--- src/rtl/instr_fetch_buf.sv ---
// ---------------------------------------------------------------------------
// instr_fetch_buf
// Fetch stage between the program counter and decode. Presents the PC to a
// synchronous ROM (1-cycle latency), captures {instr, addr} in a small FIFO,
// and hands the head to decode over valid/ready. Back-pressures the PC with
// hold_pc_if, drops wrong-path fetches on start/branch/stop, and sequences
// start/stop of fetching.
//
// Ports:
//   clk, rst_n      clock, async active-low reset
//   start_if        program start pulse (also restarts the PC at 0)
//   stop_if         halt instruction retired
//   flush_if        branch/jump taken this cycle
//   pc_addr_if      current PC
//   imem_addr_if    ROM address (combinational copy of pc_addr_if)
//   imem_ren_if     fetch request issued this cycle
//   imem_rdata_if   ROM data for last cycle's address
//   hold_pc_if      freezes the PC whenever no request is issued
//   dec_valid_if    FIFO head valid
//   dec_ready_if    decode accepts head
//   dec_instr_if    head instruction (0 while empty)
//   dec_pc_if       head address (0 while empty)
//   busy_if         running, FIFO non-empty, or request in flight
// ---------------------------------------------------------------------------
// state   | meaning
// IDLE    | after reset, no fetching until start_if
// RUN     | issuing fetches while credit is available
// STOPPED | halt retired, no fetching until start_if
// ---------------------------------------------------------------------------
module instr_fetch_buf #(
  parameter int ADDR_W  = 16,
  parameter int INSTR_W = 9,
  parameter int DEPTH   = 4
) (
  input  logic               clk,
  input  logic               rst_n,
  input  logic               start_if,
  input  logic               stop_if,
  input  logic               flush_if,
  input  logic [ADDR_W-1:0]  pc_addr_if,
  output logic [ADDR_W-1:0]  imem_addr_if,
  output logic               imem_ren_if,
  input  logic [INSTR_W-1:0] imem_rdata_if,
  output logic               hold_pc_if,
  output logic               dec_valid_if,
  input  logic               dec_ready_if,
  output logic [INSTR_W-1:0] dec_instr_if,
  output logic [ADDR_W-1:0]  dec_pc_if,
  output logic               busy_if
);

  localparam int PTR_W = $clog2(DEPTH);
  localparam int CNT_W = $clog2(DEPTH + 1);

  typedef enum logic [1:0] {
    IDLE    = 2'd0,
    RUN     = 2'd1,
    STOPPED = 2'd2
  } state_t;

  state_t             state;
  logic [CNT_W-1:0]   count;
  logic [PTR_W-1:0]   wr_ptr;
  logic [PTR_W-1:0]   rd_ptr;
  logic               req_q;
  logic [ADDR_W-1:0]  addr_q;

  logic [INSTR_W-1:0] instr_mem [DEPTH];
  logic [ADDR_W-1:0]  pc_mem    [DEPTH];

  logic               flush;
  logic               issue;
  logic               push;
  logic               pop;
  logic [CNT_W:0]     credit_used;

  // start_if restarts from any state; branch/stop only matter while running.
  assign flush = start_if | ((state == RUN) & (flush_if | stop_if));

  // Entries already held plus the one in flight must leave room for a new
  // request, so the FIFO can never be pushed while full.
  assign credit_used = {1'b0, count} + (CNT_W+1)'(req_q);
  assign issue = (state == RUN) && !start_if && !flush_if && !stop_if &&
                 (credit_used < (CNT_W+1)'(DEPTH));

  assign push = req_q && !flush;
  assign pop  = dec_valid_if && dec_ready_if;

  assign imem_addr_if = pc_addr_if;
  assign imem_ren_if  = issue;
  assign hold_pc_if   = !issue;
  assign dec_valid_if = (count != '0);
  assign dec_instr_if = dec_valid_if ? instr_mem[rd_ptr] : '0;
  assign dec_pc_if    = dec_valid_if ? pc_mem[rd_ptr]    : '0;
  assign busy_if      = (state == RUN) || dec_valid_if || req_q;

  always_ff @(posedge clk or negedge rst_n) begin
    if (!rst_n) begin
      state <= IDLE;
    end else begin
      case (state)
        IDLE:    if (start_if) state <= RUN;
        RUN: begin
          if (start_if)      state <= RUN;
          else if (flush_if) state <= RUN;
          else if (stop_if)  state <= STOPPED;
        end
        STOPPED: if (start_if) state <= RUN;
        default: state <= IDLE;
      endcase
    end
  end

  always_ff @(posedge clk or negedge rst_n) begin
    if (!rst_n) begin
      count  <= '0;
      wr_ptr <= '0;
      rd_ptr <= '0;
      req_q  <= 1'b0;
      addr_q <= '0;
    end else begin
      req_q <= issue;
      if (issue) addr_q <= pc_addr_if;

      if (flush) begin
        count  <= '0;
        wr_ptr <= '0;
        rd_ptr <= '0;
      end else begin
        // DEPTH is a power of two, so pointers wrap naturally.
        if (push) wr_ptr <= wr_ptr + PTR_W'(1);
        if (pop)  rd_ptr <= rd_ptr + PTR_W'(1);
        case ({push, pop})
          2'b10:   count <= count + CNT_W'(1);
          2'b01:   count <= count - CNT_W'(1);
          default: count <= count;
        endcase
      end
    end
  end

  // Storage carries no reset; its contents are only visible when count != 0.
  always_ff @(posedge clk) begin
    if (push) begin
      instr_mem[wr_ptr] <= imem_rdata_if;
      pc_mem[wr_ptr]    <= addr_q;
    end
  end

endmodule

--- config.mk ---
export PLATFORM = sky130hd
export DESIGN_NAME = instr_fetch_buf
export DESIGN_NICKNAME = d
export VERILOG_FILES = /design/src/rtl/instr_fetch_buf.sv
export SDC_FILE = /design/constraint.sdc
export NUM_CORES = 1
export LEC_CHECK = 0
export CORE_ASPECT_RATIO = 0.8
export CORE_MARGIN = 10
export CORE_UTILIZATION = 41
export DETAILED_ROUTE_END_ITERATION = 8
export PLACE_DENSITY = 0.74
export SKIP_CTS_REPAIR_TIMING = 1
export SYNTH_ARGS = -nofsm -noshare
export SYNTH_HDL_FRONTEND = slang
export SYNTH_SLANG_ARGS = --single-unit
--- constraint.sdc ---
create_clock -name clk -period 1.9 [get_ports clk]
set_input_delay 0.285 -clock clk [delete_from_list [all_inputs] [get_ports clk]]
set_output_delay 0.285 -clock clk [all_outputs]
set_load 0.01 [all_outputs]
==> flow_summary.yaml <==
floorplan:
  io-pin-count: 76
  die_y_um: 121
  die_x_um: 146
  core_mm2: 0.0123
  die_area_mm2: 0.0176
  start_util_pct: 42.3
  placement_rows: 36
yosys:
  synthCells: 274
  synth_edf_count: 100
  ys_warn_count: 0
  synth_nets: 310
  synth-xor-area-share_pct: 1.18
  synth_ff_type: "edfxtp_1"
  synth_top_family_by_area: "multiplexers"
  synth_compound_gate_area_share_pct: 1.83
  ys_types: 37
  synthArstFlopShare_pct: 20.6
  ys_ff_latch: 126
  synth_area_mm2: 0.00520
  postSynthAreaPerCell_um2: 19.0
  muxShareOfSynthArea_pct: 15.1
  yosys.area_share.simple_pct: 6.07
  synth_fa_ha_area_share_pct: 1.35
  yosysSeqAreaShare_pct: 70.3
clock_tree:
  cts.sinks: 126
  cts_made_buffers: 17
  root_buffer: "clkbuf_16"
  clock_latency_ns: 0.41
  cts_buffer_depth: 2
  clk_pin_slew_worst_paths_ns: 0.06
  cts_tree: "done"
  cts_max_level: 4
sta:
  timing.final.crit_share_pct: 115
  whs_ns: 0.261
  slew_headroom_pct: 68.2
  fin_ws_ns: -0.283
  tns_ns: -5.57
  finalHoldViolations: 0
  slew_violations: 0
  fin_crit_ns: 2.18
  clock_skew_ns: 0.00934
  worst_pin_slew_ns: 0.474
  fmax_mhz: 458
  rsz0062_at_grt: "true"
  finalSetupViolCount: 27
pwr:
  powerDensity_mw_per_mm2: 966
  ir_drop_uv: 773
  p_seq_share_pct: 49.0
  combPwrFrac_pct: 7.2
  p_sw_share_pct: 21.6
  internal_power_uw: 5330
  p_leak_uw: 0.00259
  power_switching_uw: 1470
  clock_power_share_pct: 43.8
setup_path:
  cp_slowest_cell: "dfrtp_2"
  required_ns: 1.62
  path_max_fanout: 5
  start_kind: "register"
  critical-path-top-delay-family: "buffers and inverters"
  worstPathBufferInverterCount: 4
  cpPeakStageDelay_ns: 0.42
  critical_path_class: "register to output port"
  arrival_ns: 1.90
  path_cells: "buf_12 -> buf_8 -> buf_6 -> mux4_2 -> and2_4 -> buf_6"
  end_kind: "output port"
  crit_top_cell: "buf_6"
detailed_routing:
  dr.pass1.iters: 4
  drt-initial-drc-count: 177
  ant_nets: 0
  drc: 0
  via_per_inst: 4.87
  vias: 2747
  wl_per_cell_um: 18.9
  drt_wl_total_um: 10600
global_routing:
  grt_max_degree: 27
  grt_remaining_overflow: 0
  grt_usage_pct: 12.2
  antenna_found_initial: 0
  grt_first_pass_wirelength_um: 16500
  grt_pass1_vias: 3046
place:
  gp_congestion: 0.786
  hpwl_um: 6940
  port-buffer-count: 75
  postPlaceCellArea_mm2: 0.00628
  placed_cells: 524
cells_and_area:
  drive_above_1_share_pct: 43.8
  stdcell_count: 564
  utilization_pct: 57.2
  nNetsFinal: 416
  layout_common_cells: "edfxtp_1 (100), clkdlybuf4s50_1 (46), buf_4 (27), mux4_2 (25), dfrtp_1 (24)"
  final_common_cell: "edfxtp_1"
  syn2layout_area_growth_pct: 35.4
  antenna_cells: 0
  finalInstanceArea_mm2: 0.00704
hold_path:
  hold_class: "input pin to async pin"
outcome:
  status: "complete, but fails checks"
  violations: "setup timing"
run:
  cap_violations: 0
[cell families (layout without fill, tap and decap cells)]
logic type	Yosys count	in the layout
buf+inv	32	151
simple gates	50	50
mux	42	42
xor+xnor	7	7
fa+ha+maj	5	5
compound gates	12	12
flops	126	126
[cells in the mapped netlist, types with 2 or more instances]
| cell | number | area share (%) |
|---|---|---|
| edfxtp_1 | 100 | 58 |
| dfrtp_1 | 26 | 13 |
| and2_1 | 25 | 3.0 |
| mux4_2 | 25 | 11 |
| buf_4 | 16 | 2.3 |
| mux2_2 | 8 | 1.7 |
| mux2_4 | 8 | 2.3 |
| nor2_1 | 7 | 0.51 |
| buf_2 | 6 | 0.58 |
| and3_1 | 5 | 0.60 |
| buf_6 | 4 | 0.87 |
| ha_1 | 4 | 0.96 |
| inv_1 | 4 | 0.29 |
| xnor2_1 | 4 | 0.67 |
| a21oi_1 | 3 | 0.29 |
| nand2b_1 | 3 | 0.36 |
| xor2_1 | 3 | 0.51 |
| clkbuf_1 | 2 | 0.14 |
| o21a_1 | 2 | 0.29 |
| or3_1 | 2 | 0.24 |
[registers in the layout, indices dropped and copies added (netlist names)]
signal,cells
rd_ptr,2
instr_mem,36
addr_q,16
wr_ptr,2
pc_mem,64
count,3
req_q,1
state,2
[through the flow]
stage | total power, µW | setup slack [ns]
after CTS | 6850 | -0.604
final | 6800 | -0.283
after floorplan | 3600 | 0.00678
after global routing | 7060 | -0.338
after global placement | 3830 | -0.204
after detailed placement | 3860 | -0.242
[worst register-to-register path: stages (launching register included)]
cell	delay [ns]
dfrtp_1	0.40
buf_6	0.14
o31ai_4	0.29
a21oi_2	0.07
fa_2	0.39
and3_4	0.18
o311a_4	0.33
[worst paths after layout]
| path | startpoint | end | slack (ns) | cells past startpoint |
|---|---|---|---|---|
| max | rd_ptr[0] | dec_pc_if[12] | -0.28 | 6 |
| min | rst_n | addr_q[9] | 0.26 | 2 |
| max reg2reg | count[2] | count[2] | -0.01 | 6 |
| min reg2reg | addr_q[12] | pc_mem[3][12] | 0.51 | 0 |
| max in group asynchronous | rst_n | rd_ptr[0] | 1.33 | 2 |
| min in group clk | pc_addr_if[11] | addr_q[11] | 0.51 | 2 |
[power groups by stage]
stage | clock network (µW) | registers [µW] | logic [µW]
5_1_grt | 3170 | 3360 | 525
3_3_place_gp | 0 | 3370 | 459
6_report | 2980 | 3330 | 488
4_1_cts | 3040 | 3330 | 473
2_1_floorplan | 0 | 3340 | 260
3_5_place_dp | 0 | 3390 | 469
[final cells by class]
cell class	count	area, µm²
clock buffers	18	439
well taps	171	214
fillers	912	5260
clock inverters	14	120
inverters	4	15.0
multi-input cells	116	1420
flip-flops and latches	126	3660
repair buffers	115	1180
[layer usage]
metal / wire, µm / up-vias / track usage (%)
li1: - / 1252 / -
met1: 4490 / 1396 / 13.7
met2: 5340 / 83 / 20.4
met3: 666 / 16 / 4.70
met4: 153 / 0 / 5.74
met5: 0 / - / 0
(Power assumes the default switching activity.)
